`src/rtl/bus_scan_reader.sv`:
```
// bus_scan_reader
//   Reader side of the shared tri-state register bus. Walks the holding
//   registers in ascending index order: pulls one chip-select low, waits
//   SettleCycles Tick-qualified cycles for the bus to settle, captures the
//   bus, then offers the value downstream. After the last register is
//   accepted, done pulses for one cycle and the block returns to idle.
//
//   Optional build macro: SCAN_MASK_EN
//     Adds scan_mask, which is sampled when a scan starts. Registers whose
//     mask bit is 0 are skipped. An all-zero mask produces only a done pulse.
//
// Ports
//   Clock      in   system clock; all state changes on the rising edge
//   Reset      in   asynchronous active-low reset
//   Tick       in   clock-enable qualifier for start and for settle counting
//   start      in   request a full scan; sampled only in IDLE with Tick=1
//   scan_mask  in   per-register enable (present only with SCAN_MASK_EN)
//   bus_in     in   resolved value of the shared bus
//   cs_n       out  per-register chip-select; 0 = register drives the bus
//   out_data   out  captured register value; held after the beat is taken
//   out_index  out  index of the register that out_data came from
//   out_valid  out  out_data/out_index valid
//   out_ready  in   downstream ready
//   out_last   out  out_valid on the final beat of the scan
//   busy       out  high in every state except IDLE
//   done       out  one-cycle pulse after the final handshake
//
// Handshake: a beat transfers on any rising edge where out_valid and
// out_ready are both high. Once out_valid is raised, out_data and out_index
// stay stable until that transfer. out_ready has no Tick qualification.

module bus_scan_reader #(
    parameter int NrOfBits     = 8,
    parameter int NrOfRegs     = 4,
    parameter int SettleCycles = 1,
    parameter int IdxBits      = 2
) (
    input  logic                Clock,
    input  logic                Reset,
    input  logic                Tick,
    input  logic                start,
`ifdef SCAN_MASK_EN
    input  logic [NrOfRegs-1:0] scan_mask,
`endif
    input  logic [NrOfBits-1:0] bus_in,
    output logic [NrOfRegs-1:0] cs_n,
    output logic [NrOfBits-1:0] out_data,
    output logic [IdxBits-1:0]  out_index,
    output logic                out_valid,
    input  logic                out_ready,
    output logic                out_last,
    output logic                busy,
    output logic                done
);

    localparam int CntBits = (SettleCycles > 1) ? $clog2(SettleCycles) : 1;
    localparam logic [CntBits-1:0] CntLast = CntBits'(SettleCycles - 1);
    localparam logic [IdxBits-1:0] IdxLast = IdxBits'(NrOfRegs - 1);

    typedef enum logic [1:0] {
        ST_IDLE   = 2'd0,
        ST_SELECT = 2'd1,
        ST_HOLD   = 2'd2,
        ST_DONE   = 2'd3
    } state_t;

    state_t                state_q, state_d;
    logic [IdxBits-1:0]    idx_q, idx_d;
    logic [CntBits-1:0]    cnt_q, cnt_d;
    logic [NrOfBits-1:0]   data_q, data_d;
    logic [IdxBits-1:0]    index_q, index_d;
    logic                  valid_q, valid_d;

`ifdef SCAN_MASK_EN
    logic [NrOfRegs-1:0]   mask_q, mask_d;
    logic [IdxBits:0]      first_hit;  // {found, position} from scan_mask
    logic [IdxBits:0]      next_hit;   // next set bit above idx_q
    logic [IdxBits:0]      above_hit;  // any set bit above out_index

    // Lowest set bit of m at or above position from. MSB of the result
    // says whether one was found; the rest is its position.
    function automatic logic [IdxBits:0] next_set(input logic [NrOfRegs-1:0] m,
                                                  input int from);
        logic               found;
        logic [IdxBits-1:0] pos;
        found = 1'b0;
        pos   = '0;
        for (int i = NrOfRegs - 1; i >= 0; i--) begin
            if (i >= from && m[i]) begin
                found = 1'b1;
                pos   = IdxBits'(i);
            end
        end
        return {found, pos};
    endfunction

    always_comb begin
        first_hit = next_set(scan_mask, 0);
        next_hit  = next_set(mask_q, int'(idx_q) + 1);
        above_hit = next_set(mask_q, int'(index_q) + 1);
    end
`endif

    always_ff @(posedge Clock or negedge Reset) begin
        if (!Reset) begin
            state_q <= ST_IDLE;
            idx_q   <= '0;
            cnt_q   <= '0;
            data_q  <= '0;
            index_q <= '0;
            valid_q <= 1'b0;
`ifdef SCAN_MASK_EN
            mask_q  <= '0;
`endif
        end else begin
            state_q <= state_d;
            idx_q   <= idx_d;
            cnt_q   <= cnt_d;
            data_q  <= data_d;
            index_q <= index_d;
            valid_q <= valid_d;
`ifdef SCAN_MASK_EN
            mask_q  <= mask_d;
`endif
        end
    end

    always_comb begin
        state_d = state_q;
        idx_d   = idx_q;
        cnt_d   = cnt_q;
        data_d  = data_q;
        index_d = index_q;
        valid_d = valid_q;
`ifdef SCAN_MASK_EN
        mask_d  = mask_q;
`endif
        case (state_q)
            ST_IDLE: begin
                if (start && Tick) begin
                    cnt_d = '0;
`ifdef SCAN_MASK_EN
                    mask_d = scan_mask;
                    if (first_hit[IdxBits]) begin
                        idx_d   = first_hit[IdxBits-1:0];
                        state_d = ST_SELECT;
                    end else begin
                        idx_d   = '0;
                        state_d = ST_DONE;
                    end
`else
                    idx_d   = '0;
                    state_d = ST_SELECT;
`endif
                end
            end
            ST_SELECT: begin
                if (Tick) begin
                    if (cnt_q == CntLast) begin
                        data_d  = bus_in;
                        index_d = idx_q;
                        valid_d = 1'b1;
                        state_d = ST_HOLD;
                    end else begin
                        cnt_d = cnt_q + 1'b1;
                    end
                end
            end
            ST_HOLD: begin
                if (valid_q && out_ready) begin
                    valid_d = 1'b0;
`ifdef SCAN_MASK_EN
                    if (next_hit[IdxBits]) begin
                        idx_d   = next_hit[IdxBits-1:0];
                        cnt_d   = '0;
                        state_d = ST_SELECT;
                    end else begin
                        state_d = ST_DONE;
                    end
`else
                    if (idx_q == IdxLast) begin
                        state_d = ST_DONE;
                    end else begin
                        idx_d   = idx_q + 1'b1;
                        cnt_d   = '0;
                        state_d = ST_SELECT;
                    end
`endif
                end
            end
            ST_DONE: begin
                state_d = ST_IDLE;
            end
            default: begin
                state_d = ST_IDLE;
            end
        endcase
    end

    // Only SELECT enables a driver, so at most one cs_n bit is ever low and
    // the bus is released in the same instant that reset pulls state to IDLE.
    always_comb begin
        cs_n = '1;
        if (state_q == ST_SELECT) begin
            cs_n[idx_q] = 1'b0;
        end
    end

    assign out_data  = data_q;
    assign out_index = index_q;
    assign out_valid = valid_q;
    assign busy      = (state_q != ST_IDLE);
    assign done      = (state_q == ST_DONE);

`ifdef SCAN_MASK_EN
    assign out_last = valid_q & ~above_hit[IdxBits];
`else
    assign out_last = valid_q & (index_q == IdxLast);
`endif

endmodule
```
`config.mk`:
```
export PLATFORM = sky130hd
export DESIGN_NAME = bus_scan_reader
export DESIGN_NICKNAME = d
export VERILOG_FILES = /design/src/rtl/bus_scan_reader.sv
export SDC_FILE = /design/constraint.sdc
export NUM_CORES = 1
export LEC_CHECK = 0
export CORE_UTILIZATION = 42
export DETAILED_ROUTE_END_ITERATION = 16
export MAX_ROUTING_LAYER = met4
export PLACE_DENSITY = 0.85
export SLEW_MARGIN = 20
export SYNTH_ARGS = -nofsm -noshare
export SYNTH_HDL_FRONTEND = slang
export SYNTH_SLANG_ARGS = --single-unit
```
`constraint.sdc`:
```
create_clock -name Clock -period 1.5 [get_ports Clock]
set_input_delay 0.3 -clock Clock [delete_from_list [all_inputs] [get_ports Clock]]
set_output_delay 0.3 -clock Clock [all_outputs]
set_load 0.005 [all_outputs]
```
==> impl_metrics.env <==
export IMPL_tritoncts="done"
export IMPL_rows=15
export IMPL_commonest_cells_after_routing_fill_and_taps_aside="sky130_fd_sc_hd__buf_4 (22), sky130_fd_sc_hd__clkdlybuf4s50_1 (21), sky130_fd_sc_hd__dfrtp_1 (15)"
export IMPL_worst_clock_skew_ns=0.00273
export IMPL_finalHoldViolCount=0
export IMPL_initial_core_util_pct=45.1
export IMPL_hpwl_mm=1.26
export IMPL_clock_latency_late_sink_ns=0.27
export IMPL_power_combinational_fraction_pct=62.9
export IMPL_total_global_route_track_usage_pct=20.9
export IMPL_synth_top_cells_by_area="sky130_fd_sc_hd__dfrtp_1 (48%), sky130_fd_sc_hd__mux2_4 (17%), sky130_fd_sc_hd__ha_1 (6.4%), sky130_fd_sc_hd__nand2_1 (3.4%), sky130_fd_sc_hd__mux2_2 (2.9%)"
export IMPL_fp_coreArea_mm2=0.00173
export IMPL_routed_wl_mm=1.90
export IMPL_syn_avg_cell_area_um2=12.4
export IMPL_grt_antenna_before_repair=0
export IMPL_drt_pre_antenna_iters=4
export IMPL_inserted_clock_buffers=3
export IMPL_total_via_count_after_detailed_routing=684
export IMPL_die_h_um=45.0
export IMPL_slew_headroom_pct=76.1
export IMPL_io_buffer_count=30
export IMPL_clkSlewWorstSetupHoldPaths_ns=0.09
export IMPL_drt_first_iter_violations=8
export IMPL_post_route_period_util_pct=99.8
export IMPL_synth_largest_type_area_fraction_pct=48.2
export IMPL_gpl_final_weighted_congestion=0.709
export IMPL_antenna_cells_inserted=0
export IMPL_power_per_cell_area_mw_per_mm2=1950
export IMPL_sw_frac_of_total_pct=31.2
export IMPL_die_area_mm2=0.00203
export IMPL_synth_warning_count=0
export IMPL_drv_cap=0
export IMPL_detail_route_vias_per_cell=4.75
export IMPL_via_count_of_the_first_global_routing_pass=657
export IMPL_finalSetupViolations=0
export IMPL_netlist_top_cell_by_area="sky130_fd_sc_hd__dfrtp_1"
export IMPL_status="complete, no violations"
export IMPL_power_leakage_uw=0.000656
export IMPL_drc=0
export IMPL_drive_gt1_share_pct=42.9
export IMPL_wl_per_cell_um=13.2
export IMPL_tightestPinTransition_ns=0.357
export IMPL_totalPowerFinal_uw=2550
export IMPL_globalRouteOverflowTotal=0
export IMPL_p_seq_share_pct=28.3
export IMPL_layout_commonest_cell="sky130_fd_sc_hd__buf_4"
export IMPL_dp_slack_ns=-0.0836
export IMPL_cellInternalPower_uw=1760
export IMPL_clockRootBuffer="sky130_fd_sc_hd__clkbuf_4"
export IMPL_clock_power_share_pct=8.8
export IMPL_setup_worst_path_class="reg2out"
export IMPL_setup_tns_final_ns=0
export IMPL_clock_tree_buffer_depth=2
export IMPL_grt_setup_unrepaired="yes"
export IMPL_ios=31
export IMPL_route_antenna_remaining_nets=0
export IMPL_cp_arrival_ns=1.20
export IMPL_dpl_cell_count=123
export IMPL_num_nets_final=137
export IMPL_post_synth_inst_count=63
export IMPL_final_instance_count_excl_fill=144
export IMPL_ctsHoldBuffers=0
export IMPL_grt_start_max_net_pins=16
export IMPL_htree_num_levels=1
export IMPL_maxClockFrequency_mhz=668
export IMPL_clkSinkCount=15
export IMPL_yosys_cell_types_count=21
export IMPL_synth_cell_area_um2=778
export IMPL_final_max_slew_viol_count=0
export IMPL_synth_seq_cells=15
export IMPL_setup_ws_ns=0.00255
export IMPL_global_route_wire_length_before_repair_mm=2.97
export IMPL_synth_seq_area_share_pct=48.2
export IMPL_die_x_um=45.0
export IMPL_post_synthesis_to_final_layout_area_growth_pct=68.2
export IMPL_worst_hold_slack_ns=0.335
export IMPL_cp_end_kind="output pin"
export IMPL_mappedNetlistNets=80
export IMPL_min_path_type="in2async"
export IMPL_worst_ep_required_time_ns=1.20
export IMPL_finalWorstPathRequiredPeriod_ns=1.50
export IMPL_worstSetupStartpointType="flip-flop"
export IMPL_vdd_ir_drop_max_uv=948
export IMPL_worstPathMaxFanout=2
export IMPL_netSwitchingPower_uw=796
==> Yosys cell counts <==
master	count
sky130_fd_sc_hd__ha_1	4
sky130_fd_sc_hd__nand2_4	1
sky130_fd_sc_hd__o211ai_1	1
sky130_fd_sc_hd__nand2_1	7
sky130_fd_sc_hd__and2b_4	1
sky130_fd_sc_hd__mux2_4	9
sky130_fd_sc_hd__clkbuf_1	1
sky130_fd_sc_hd__buf_6	1
sky130_fd_sc_hd__a221o_1	2
sky130_fd_sc_hd__inv_1	5
sky130_fd_sc_hd__a21oi_1	1
sky130_fd_sc_hd__and3_1	3
sky130_fd_sc_hd__dfrtp_1	15
sky130_fd_sc_hd__a32oi_1	1
sky130_fd_sc_hd__o21ai_0	3
sky130_fd_sc_hd__and2_1	1
sky130_fd_sc_hd__nor2_1	2
sky130_fd_sc_hd__and3b_2	1
sky130_fd_sc_hd__mux2_2	2
sky130_fd_sc_hd__nand3b_1	1
sky130_fd_sc_hd__nor3b_1	1
==> path summary, 6_finish.rpt <==
check | from | endpoint | slack [ns] | cells past startpoint
worst max-delay path | state_q[1] | cs_n[3] | 0.003 | 4
worst min-delay path | Reset | out_data[4] | 0.34 | 2
worst max register to register | state_q[0] | idx_q[1] | 0.03 | 5
worst min register to register | out_data[7] | out_data[7] | 0.51 | 1
max in group asynchronous | Reset | out_data[2] | 0.99 | 2
min in group Clock | out_data[7] | out_data[7] | 0.51 | 1
==> sequential cells by signal, summed over array words and instances (netlist names) <==
name,count
out_data,8
idx_q,2
out_index,2
state_q,2
out_valid,1
==> stage by stage <==
stage	area, um^2	util (%)
floorplan	778	-
global placement	1150	66.4
detailed placement	1150	66.4
CTS	1290	74.6
global route	1310	75.8
finish	1310	75.8
==> metal layers <==
| metal | vias up | part of all wire [%] | GRT usage, % |
|---|---|---|---|
| met4 | 0 | 0 | 3.64 |
| li1 | 332 | - | - |
| met5 | - | 0 | - |
| met2 | 33 | 49 | 35.1 |
| met1 | 319 | 42 | 26.2 |
| met3 | 0 | 8.3 | 4.40 |
==> cell type report <==
class                           count  area (um^2)
Timing Repair Buffer               54          467
Inverter                            5         18.8
Multi-Input combinational cell     41          390
Fill cell                         119          418
Clock buffer                        4         26.3
Tap cell                           25         31.3
Sequential cell                    15          375
==> worst max-delay path: stages (launching register included) <==
cell                      delay, ns
sky130_fd_sc_hd__dfrtp_1       0.39
sky130_fd_sc_hd__and2b_4       0.26
sky130_fd_sc_hd__buf_4         0.11
sky130_fd_sc_hd__nand2_1       0.04
sky130_fd_sc_hd__buf_2         0.12
==> cell families (layout without fill, tap and decap cells) <==
| kind of cell | after synthesis | count (layout) | synth area share (%) |
|---|---|---|---|
| AO/OA/AOI/OAI | 8 | 8 | 7.23 |
| adder cells (fa/ha/maj) | 4 | 4 | 6.43 |
| buffers and inverters | 7 | 63 | 4.34 |
| flip-flops | 15 | 15 | 48.2 |
| multiplexers | 11 | 11 | 20.3 |
| AND/OR/NAND/NOR | 18 | 18 | 13.5 |
==> power groups by stage <==
stage               Clock (uW)  Sequential, uW  Combinational (uW)
CTS                        228             721                1540
floorplan                    0             761                 574
detailed placement           0             754                1210
global route               246             752                1730
finish                     224             722                1610
global placement             0             741                1180
==> timing repair <==
item,CTS,global route
endpoints found under the hold margin,0,0
pin swaps,0,0
setup buffers,15,2
resized for setup,29,3
setup endpoints to repair,8,7
Note: power is estimated with default switching activity, not from simulation.
